===== src/rtl/q2_serial_exec.sv =====
// Bit-serial execution sequencer for the Q2 datapath.
// Shifts accumulator and operand LSB-first through a one-bit ALU function,
// reassembles the result and flag in parallel, and strobes done on completion.
module q2_serial_exec #(
  parameter int unsigned WIDTH = 12
) (
  input  logic             clk_i,
  input  logic             rst_ni,
  input  logic             start_i,
  input  logic [1:0]       op_i,
  input  logic [WIDTH-1:0] a_i,
  input  logic [WIDTH-1:0] x_i,
  input  logic             f_i,
  output logic             busy_o,
  output logic             done_o,
  output logic [WIDTH-1:0] a_o,
  output logic             f_o
);

  localparam int unsigned CntW = $clog2(WIDTH);
  localparam logic [CntW-1:0] CntLast = CntW'(WIDTH - 1);

  typedef enum logic [1:0] {StIdle, StRun, StDone} state_e;

  state_e           state_q;
  logic [1:0]       op_q;
  logic [WIDTH-1:0] a_q;
  logic [WIDTH-1:0] x_q;
  logic             f_q;
  logic [CntW-1:0]  cnt_q;
  logic             busy_q;
  logic             done_q;
  logic [WIDTH-1:0] a_out_q;
  logic             f_out_q;

  logic             last_bit;
  logic             a0, x0, x1;
  logic             bit_res;
  logic             cout;
  logic [WIDTH-1:0] a_shift;

  assign last_bit = (cnt_q == CntLast);
  assign a0       = a_q[0];
  assign x0       = x_q[0];
  // X is zero-filled anyway; forcing x1 low on the last bit keeps the shift op explicit.
  assign x1       = last_bit ? 1'b0 : x_q[1];

  // One-bit ALU slice: result bit and flag/carry out for the current op.
  always_comb begin
    bit_res = 1'b0;
    cout    = 1'b0;
    unique case (op_q)
      2'b00: begin
        bit_res = x0;
        cout    = f_q & ~bit_res;
      end
      2'b01: begin
        bit_res = ~(a0 | x0);
        cout    = f_q & ~bit_res;
      end
      2'b10: begin
        bit_res = a0 ^ x0 ^ f_q;
        cout    = (a0 & x0) | (f_q & (a0 ^ x0));
      end
      2'b11: begin
        bit_res = x1;
        cout    = f_q;
      end
      default: ;
    endcase
  end

  assign a_shift = {bit_res, a_q[WIDTH-1:1]};

  // Sequencer FSM: operand load on start, one bit per cycle in RUN, result capture on last bit.
  always_ff @(posedge clk_i or negedge rst_ni) begin
    if (!rst_ni) begin
      state_q <= StIdle;
      op_q    <= 2'b00;
      a_q     <= '0;
      x_q     <= '0;
      f_q     <= 1'b0;
      cnt_q   <= '0;
      busy_q  <= 1'b0;
      done_q  <= 1'b0;
      a_out_q <= '0;
      f_out_q <= 1'b0;
    end else begin
      unique case (state_q)
        StIdle, StDone: begin
          done_q <= 1'b0;
          if (start_i) begin
            op_q    <= op_i;
            a_q     <= a_i;
            x_q     <= x_i;
            // Zero-detect ops start with F set; add/shift take the incoming flag.
            f_q     <= op_i[1] ? f_i : 1'b1;
            cnt_q   <= '0;
            busy_q  <= 1'b1;
            state_q <= StRun;
          end else begin
            state_q <= StIdle;
          end
        end
        StRun: begin
          a_q   <= a_shift;
          x_q   <= {1'b0, x_q[WIDTH-1:1]};
          f_q   <= cout;
          cnt_q <= cnt_q + CntW'(1);
          if (last_bit) begin
            a_out_q <= a_shift;
            f_out_q <= cout;
            done_q  <= 1'b1;
            busy_q  <= 1'b0;
            state_q <= StDone;
          end
        end
        default: state_q <= StIdle;
      endcase
    end
  end

  assign busy_o = busy_q;
  assign done_o = done_q;
  assign a_o    = a_out_q;
  assign f_o    = f_out_q;

endmodule


===== config.mk =====
export PLATFORM = sky130hd
export DESIGN_NAME = q2_serial_exec
export DESIGN_NICKNAME = d
export VERILOG_FILES = /design/src/rtl/q2_serial_exec.sv
export SDC_FILE = /design/constraint.sdc
export NUM_CORES = 1
export LEC_CHECK = 0
export CAP_MARGIN = 5
export CORE_AREA = 2 2 73 82
export DETAILED_ROUTE_END_ITERATION = 8
export DIE_AREA = 0 0 75 84
export PLACE_DENSITY_LB_ADDON = 0.15
export SLEW_MARGIN = 0
export SYNTH_ARGS = -nofsm -noshare
export SYNTH_HDL_FRONTEND = slang
export SYNTH_SLANG_ARGS = --single-unit
export TNS_END_PERCENT = 5

===== constraint.sdc =====
create_clock -name clk_i -period 2.25 [get_ports clk_i]
set_input_delay 0.45 -clock clk_i [delete_from_list [all_inputs] [get_ports clk_i]]
set_output_delay 0.45 -clock clk_i [all_outputs]
set_load 0.01 [all_outputs]

# Yosys cells after proc, flatten, opt, wreduce, memory -nomap -nowiden
# Cells that the tools add are included.
[word_totals]
regBits = 48
output_inout_bits = 15
word_cells = 58
[op_classes]
n_addsub = 1
n_eq_ne = 8
mux = 20
bitwise_logic = 10
n_reduce_logical = 9
[ops]
columns = ["cell", "n"]
rows = [
  ["12-bit case mux with 2 select lines", 2],
  ["12-bit 2-to-1 mux", 2],
  ["1-bit case mux with 4 select lines", 2],
  ["4-bit case mux with 2 select lines", 1],
  ["2-bit AND reduction", 4],
  ["1-bit 2-to-1 mux", 7],
  ["2-bit equality test (second input constant)", 3],
  ["1-bit case mux with 2 select lines", 3],
  ["4-bit by 1-bit adder with 4-bit output (second input constant)", 1],
  ["1-bit bitwise AND", 4],
  ["2-bit by 1-bit equality test with 1-bit output (second input constant)", 2],
  ["4-bit equality test (second input constant)", 1],
  ["2-bit zero test", 2],
  ["4-bit 2-to-1 mux", 1],
  ["2-bit inequality test (second input constant)", 2],
  ["2-bit case mux with 2 select lines", 1],
  ["3-bit AND reduction", 1],
  ["2-bit 2-to-1 mux", 1],
  ["1-bit NOT", 2],
  ["1-bit bitwise OR", 2],
  ["2-bit nonzero test", 1],
  ["2-bit OR reduction", 1],
  ["1-bit XOR", 2],
]

# Depth between registers and ports, before layout
# Gate-level depths: netlist of the first run.
[logic_depth]
depth_word = 5
ltp_mapped = 5

# Least setup slack after synthesis of the first run
# Ideal clock, no wire load.
[synth_path]
path_kind = "register -> register"
from = "reg a_q[0]"
to = "reg f_q"
setup_ns = 0.142
arrival_ns = 1.421
required_time_ns = 2.108
setup_slack_ns = 0.687
stages_incl_launch_ff = 5
path_buffers = 0
synth_period_minus_slack_ns = 1.563
path_cell_list = "dfrtp_1 fa_1 mux2_4 a221oi_2 o221ai_1"
[synth_via]
elab_chain_len = 5
word_cells_on_any_way = 8
[synth_rtl]
columns = ["element", "line", "source"]
rows = [
  ["start: declaration", "27", "logic [WIDTH-1:0] a_q;"],
  ["start signal: assignment", "94", "a_q <= a_i;"],
  ["start signal: assignment", "106", "a_q <= a_shift;"],
  ["1-bit XOR", "63", "cout = (a0 & x0) | (f_q & (a0 ^ x0));"],
  ["1-bit bitwise AND", "63", ""],
  ["1-bit bitwise OR", "63", ""],
  ["1-bit case mux with 4 select lines *", "52", "unique case (op_q)"],
  ["1-bit case mux with 2 select lines *", "89", "unique case (state_q)"],
  ["end signal: assignment", "97", "f_q <= op_i[1] ? f_i : 1'b1;"],
  ["end signal: assignment", "108", "f_q <= cout;"],
  ["end: declaration", "29", "logic f_q;"],
]
# Mark *: on every way between the ends. The rest lies on a longest branch, timed or not.
# A chain may end at the register's enable or synchronous reset.

# Final worst setup path of the first run
# Ends and elaborated chain as after synthesis.

==> results of run 1 <==
==> final timing paths <==
kind                       depth (start not counted)             endpoint  slack, ns                from
max in group asynchronous                          2   x_q[3]$_DFFE_PN0P_       1.60              rst_ni
setup reg to reg                                   4      f_q$_DFFE_PN0P_       0.57  a_q[0]$_DFFE_PN0P_
min in group clk_i                                 1   done_o$_DFFE_PN0P_       0.48  done_o$_DFFE_PN0P_
hold reg to reg                                    1   done_o$_DFFE_PN0P_       0.48  done_o$_DFFE_PN0P_
setup / recovery                                   4      f_q$_DFFE_PN0P_       0.57  a_q[0]$_DFFE_PN0P_
hold / removal                                     2  a_o[10]$_DFFE_PN0P_       0.25              rst_ni
==> cell families after synthesis <==
group                      count (synthesis)
and+or+nand+nor                           69
DFF                                       48
adders and majority gates                  3
buffers and inverters                     16
muxes                                     16
AOI/OAI and AO/OA                         36
==> synth_stat cells, drive strengths merged (2+ instances only) <==
cell type	instances	area (µm²)
buf	11	67.6
a21o	2	15.0
mux2	13	150
a221o	2	20.0
nand2	32	120
a22oi	19	143
nand4	2	12.5
a22o	3	26.3
ha	2	25.0
nor3	2	10.0
o21ai	3	15.0
o31ai	2	15.0
nand3	21	105
nand2b	2	12.5
nor2b	3	18.8
mux2i	3	30.0
dfrtp	48	1200
clkbuf	3	11.3
nor2	4	31.3
inv	2	7.51
==> stage by stage <==
stage                     worst slack (ns)  cells  power, µW  instance area, µm²
after floorplan                      0.687    188       2500                2140
final                                0.567    309       3520                2730
after detailed placement             0.249    301       3040                2640
after global routing                 0.467    309       3820                2730
after CTS                            0.556    309       3570                2730
after global placement               0.278    301       3020                2640
==> worst max-delay path, stage by stage (launching register included) <==
cell	delay, ns
dfrtp_1	0.41
fa_1	0.42
mux2_4	0.28
a221oi_2	0.27
o221ai_1	0.16
==> state kept, by name (all words and copies together) (netlist names) <==
signal,cells
busy_o,1
state_q,2
cnt_q,4
op_q,2
f_o,1
a_o,12
a_q,12
f_q,1
done_o,1
x_q,12
==> layer usage <==
metal  track usage [%]  routed length, µm
met5                 0                  0
met1              23.7               2040
met3              3.74                168
met4              5.36                 85
met2              22.5               2190
==> final cells by class <==
| cell class | instances | area share [%] |
|---|---|---|
| Sequential cell | 48 | 44.0 |
| Multi-Input combinational cell | 124 | 31.3 |
| Clock buffer | 8 | 3.30 |
| Timing Repair Buffer | 50 | 17.6 |
| Tap cell | 77 | 3.53 |
| Inverter | 2 | 0.275 |
==> report_power, final <==
group / internal (µW) / switching (µW)
sequential: 1260 / 301
clock: 251 / 269
combinational: 753 / 680
total: 2270 / 1250
==> layout by cell type, fill, tap and decap left out, types with 2 or more instances in the layout <==
cell type | Yosys | final
mux2_2 | 5 | 5
ha_1 | 2 | 2
buf_4 | 0 | 6
dfrtp_1 | 48 | 48
nor2_1 | 3 | 3
nand3_1 | 21 | 21
nand4_1 | 2 | 2
nor2b_1 | 3 | 2
clkbuf_1 | 3 | 2
inv_1 | 2 | 2
mux2i_1 | 3 | 3
o21ai_0 | 3 | 3
a22oi_1 | 19 | 19
a22o_1 | 3 | 3
o31ai_1 | 2 | 2
nor3_1 | 2 | 2
a21o_1 | 2 | 2
mux2_1 | 7 | 7
a221o_1 | 2 | 2
nand2b_1 | 2 | 2
clkbuf_8 | 0 | 6
nand2_1 | 32 | 32
clkdlybuf4s50_1 | 0 | 43
==> flow_metrics.tcl, run 1 <==
set metrics [dict create \
    status "complete, no violations" \
    cts_sinks 48 \
    grt_antenna_before_repair 0 \
    rsz0062_at_grt "false" \
    synth_top_family_by_area "simple AND/OR/NAND/NOR gates" \
    worstPathArrival_ns 1.84 \
    power_leakage_uw 0.00125 \
    syn_nets 221 \
    nets 264 \
    drv_cap 0 \
    hold_slack_ns 0.250 \
    cts_root_buffer "clkbuf_8" \
    tightest_slew_ns 0.608 \
    synth-simple-area-share_pct 16.2 \
    fill_cells 533 \
    die_area_um2 6300 \
    syn-instance-count 188 \
    start_kind "register" \
    hpwl_um 3060 \
    hold_viol_final 0 \
    relSlewSlack_pct 59.5 \
    place_congestion 0.702 \
    ys_ff_latch 48 \
    p_per_area_nw_per_um2 1290 \
    synthXorXnorAreaFrac_pct 0 \
    fp.dieW_um 75 \
    synth_mux_area_share_pct 8.43 \
    vdd_drop_max_uv 474 \
    ant_nets 0 \
    cts_tree "yes" \
    grt_overflow_total 0 \
    areaGrowthSynthToFinish_pct 27.6 \
    grt_pass1_wl_um 7670 \
    routedWlPerCell_um 14.5 \
    grtUsageTotal_pct 15.9 \
    seq_area_um2 1200 \
    num_rows 29 \
    antennaDiodeCount 0 \
    setup_tns_ns 0 \
    synth_edf_count 0 \
    num_vias 1568 \
    synthFlopType "dfrtp_1" \
    cts_inserted_buffers 5 \
    worstSkewPairLatency_ns 0.29 \
    multi_input_area_um2 853 \
    synth_area_per_cell_um2 11.4 \
    vias_per_cell 5.07 \
    drcViolationCount 0 \
    core-area_um2 5550 \
    final_core_utilization_pct 49.2 \
    cts.hold.buffers_added 0 \
    layout_min_cycle_time_ns 1.68 \
    die_h_um 84 \
    synth_compound_area_share_pct 13.0 \
    path_class "reg2reg" \
    drt_iter0_drc 77 \
    worstPathRequired_ns 2.41 \
    setup_viol 0 \
    io-pin-count 45 \
    wirelength_um 4490 \
    post_cts_resized 0 \
    drt_first_pass_iters 4 \
    layout-drive-gt1-share_pct 9.91 \
    grt_max_degree 49 \
    ys_seq_area_share_pct 56.2 \
    fin_worst_skew_ns 0.00298 \
    grt_pass1_vias 1555 \
    min-delay-path-class "in2async" \
    critPathMaxFanout 2 \
    yosysWarnings 0 \
    post-route-period-util_pct 74.8 \
    path_clk_slew_ns 0.08 \
    ys_async_sr_fraction_pct 100 \
    port_buffers 44 \
    syn_area_um2 2140 \
    cp-end-kind "register" \
    clk_path_buf_depth 2 \
    max_freq_mhz 594 \
    cts_setup_buffers 0 \
    drv_slew 0 \
    synthAdderAreaFrac_pct 2.11 \
    synth.distinct_cells 33 \
    htreeDepth 2 \
    start_util_pct 38.5 \
]
(Power assumes the default switching activity.)
==> inputs of run 2 (changes only) <==
clock period = 1.4 ns   (was 2.25 ns; I/O delays follow)
==> flow_metrics.tcl, run 2 (synthesized netlist as in run 1, its figures left out) <==
set metrics [dict create \
    mostFrequentLayoutCells "dfrtp_1, nand2_1, clkdlybuf4s50_1" \
    start_util_pct 38.5 \
    antennaDiodeCount 0 \
    port_buffers 44 \
    drt_iter0_drc 85 \
    num_vias 1650 \
    fill_cells 488 \
    post-route-period-util_pct 113 \
    start_kind "register" \
    grt_antenna_before_repair 0 \
    routedWlPerCell_um 14.7 \
    core-area_um2 5550 \
    min-delay-path-class "in2async" \
    fin_worst_skew_ns 0.00500 \
    hold_viol_final 0 \
    hpwl_um 3400 \
    power.internal_uw 3950 \
    clk_path_buf_depth 2 \
    p_sw_share_pct 35.7 \
    die_area_um2 6300 \
    final_common_cell "dfrtp_1" \
    drcViolationCount 0 \
    setup_viol 4 \
    cts_sinks 48 \
    worstSkewPairLatency_ns 0.29 \
    vdd_drop_max_uv 1080 \
    p_comb_share_pct 46.8 \
    worstPathArrival_ns 1.76 \
    grt_max_degree 28 \
    wirelength_um 4860 \
    die_h_um 84 \
    cp-end-kind "register" \
    grt_pass1_wl_um 8050 \
    htreeDepth 2 \
    p_per_area_nw_per_um2 2040 \
    fin_area_um2 3010 \
    worst_slack_ns -0.185 \
    layout_min_cycle_time_ns 1.58 \
    path_clk_slew_ns 0.08 \
    worstPathRequired_ns 1.57 \
    status "finished, violations left" \
    violations "setup timing" \
    cts_root_buffer "clkbuf_8" \
    drv_cap 0 \
    io-pin-count 45 \
    grtUsageTotal_pct 16.8 \
    areaGrowthSynthToFinish_pct 40.5 \
    ant_nets 0 \
    grt_pass1_vias 1644 \
    dpl_worst_slack_ns -0.225 \
    power_frac_seq_pct 40.5 \
    tightest_slew_ns 0.522 \
    layout-drive-gt1-share_pct 21.3 \
    placed_cell_area_um2 2850 \
    setup_tns_ns -0.482 \
    p_switching_uw 2190 \
    vias_per_cell 5.00 \
    power_leakage_uw 0.00144 \
    cts_inserted_buffers 5 \
    fp.dieW_um 75 \
    hold_slack_ns 0.427 \
    clockPowerShare_pct 12.6 \
    rsz0062_at_grt "true" \
    path_class "reg2reg" \
    cts_tree "yes" \
    drv_slew 0 \
    nets 286 \
    max_freq_mhz 631 \
    num_rows 29 \
    grt_overflow_total 0 \
    drt_first_pass_iters 4 \
    place_congestion 0.766 \
    relSlewSlack_pct 64.7 \
    critPathMaxFanout 2 \
]
[run 2: cell types whose count changed in the layout (fill, tap and decap cells not counted), sizes merged]
| cell | before | now |
|---|---|---|
| dlygate4sd3 | 0 | 1 |
| clkbuf | 8 | 6 |
| buf | 7 | 28 |
| clkinv | 0 | 1 |
| dlygate4sd2 | 0 | 15 |
| clkdlybuf4s50 | 43 | 28 |
[run 2: critical path, cell delays in order (launching register included)]
cell and delay (ns):
dfrtp_1 0.41, fa_2 0.38, mux2_4 0.28, a221oi_4 0.26, o221ai_2 0.12
[run 2: power groups by stage]
stage	Clock, µW	Sequential, µW	Combinational (µW)
finish	774	2490	2880
global route	862	2580	3180
CTS	809	2480	2740
detailed placement	0	2500	2780
global placement	0	2480	2730
floorplan	0	2500	1520
[run 2: timing repair]
action,in CTS,in global routing
setup buffers,0,1
hold endpoints to repair,13,0
hold buffers,1,0
endpoints found under the setup margin,31,23
resized for setup,19,13
pin swaps,3,2
gates cloned,0,0
[run 2: per-layer routing]
metal  GRT usage (%)  up-vias  share of wire [%]
li1                -      798                  -
met1            25.0      815                 48
met2            24.5       30                 48
met3            2.90        7                2.9
met4            5.84        0                1.5
met5               0        -                  0
[run 2: final timing paths]
path / start / endpoint / slack, ns / cells past startpoint
worst min-delay path: rst_ni / f_o$_DFFE_PN0P_ / 0.43 / 2
worst max register to register: a_q[0]$_DFFE_PN0P_ / f_q$_DFFE_PN0P_ / -0.18 / 4
worst min register to register: done_o$_DFFE_PN0P_ / done_o$_DFFE_PN0P_ / 0.48 / 1
worst max-delay path: a_q[0]$_DFFE_PN0P_ / f_q$_DFFE_PN0P_ / -0.18 / 4
max in group asynchronous: rst_ni / x_q[3]$_DFFE_PN0P_ / 0.51 / 3
min in group clk_i: done_o$_DFFE_PN0P_ / done_o$_DFFE_PN0P_ / 0.48 / 1
[run 2: area by class of cell]
| class | count | area (µm²) | share of cell area [%] |
|---|---|---|---|
| flip-flops and latches | 48 | 1200 | 40.0 |
| clock inverters | 1 | 5.00 | 0.167 |
| multi-input cells | 124 | 927 | 30.8 |
| inverters | 2 | 7.51 | 0.250 |
| well taps | 77 | 96.3 | 3.21 |
| repair buffers | 72 | 696 | 23.1 |
| clock buffers | 6 | 72.6 | 2.41 |
[run 2: metrics by stage]
stage	total power, µW	instances	util (%)
floorplan	4010	188	-
finish	6140	330	54.1
global placement	5220	321	51.4
CTS	6030	329	53.1
global route	6620	330	54.1
detailed placement	5280	321	51.4
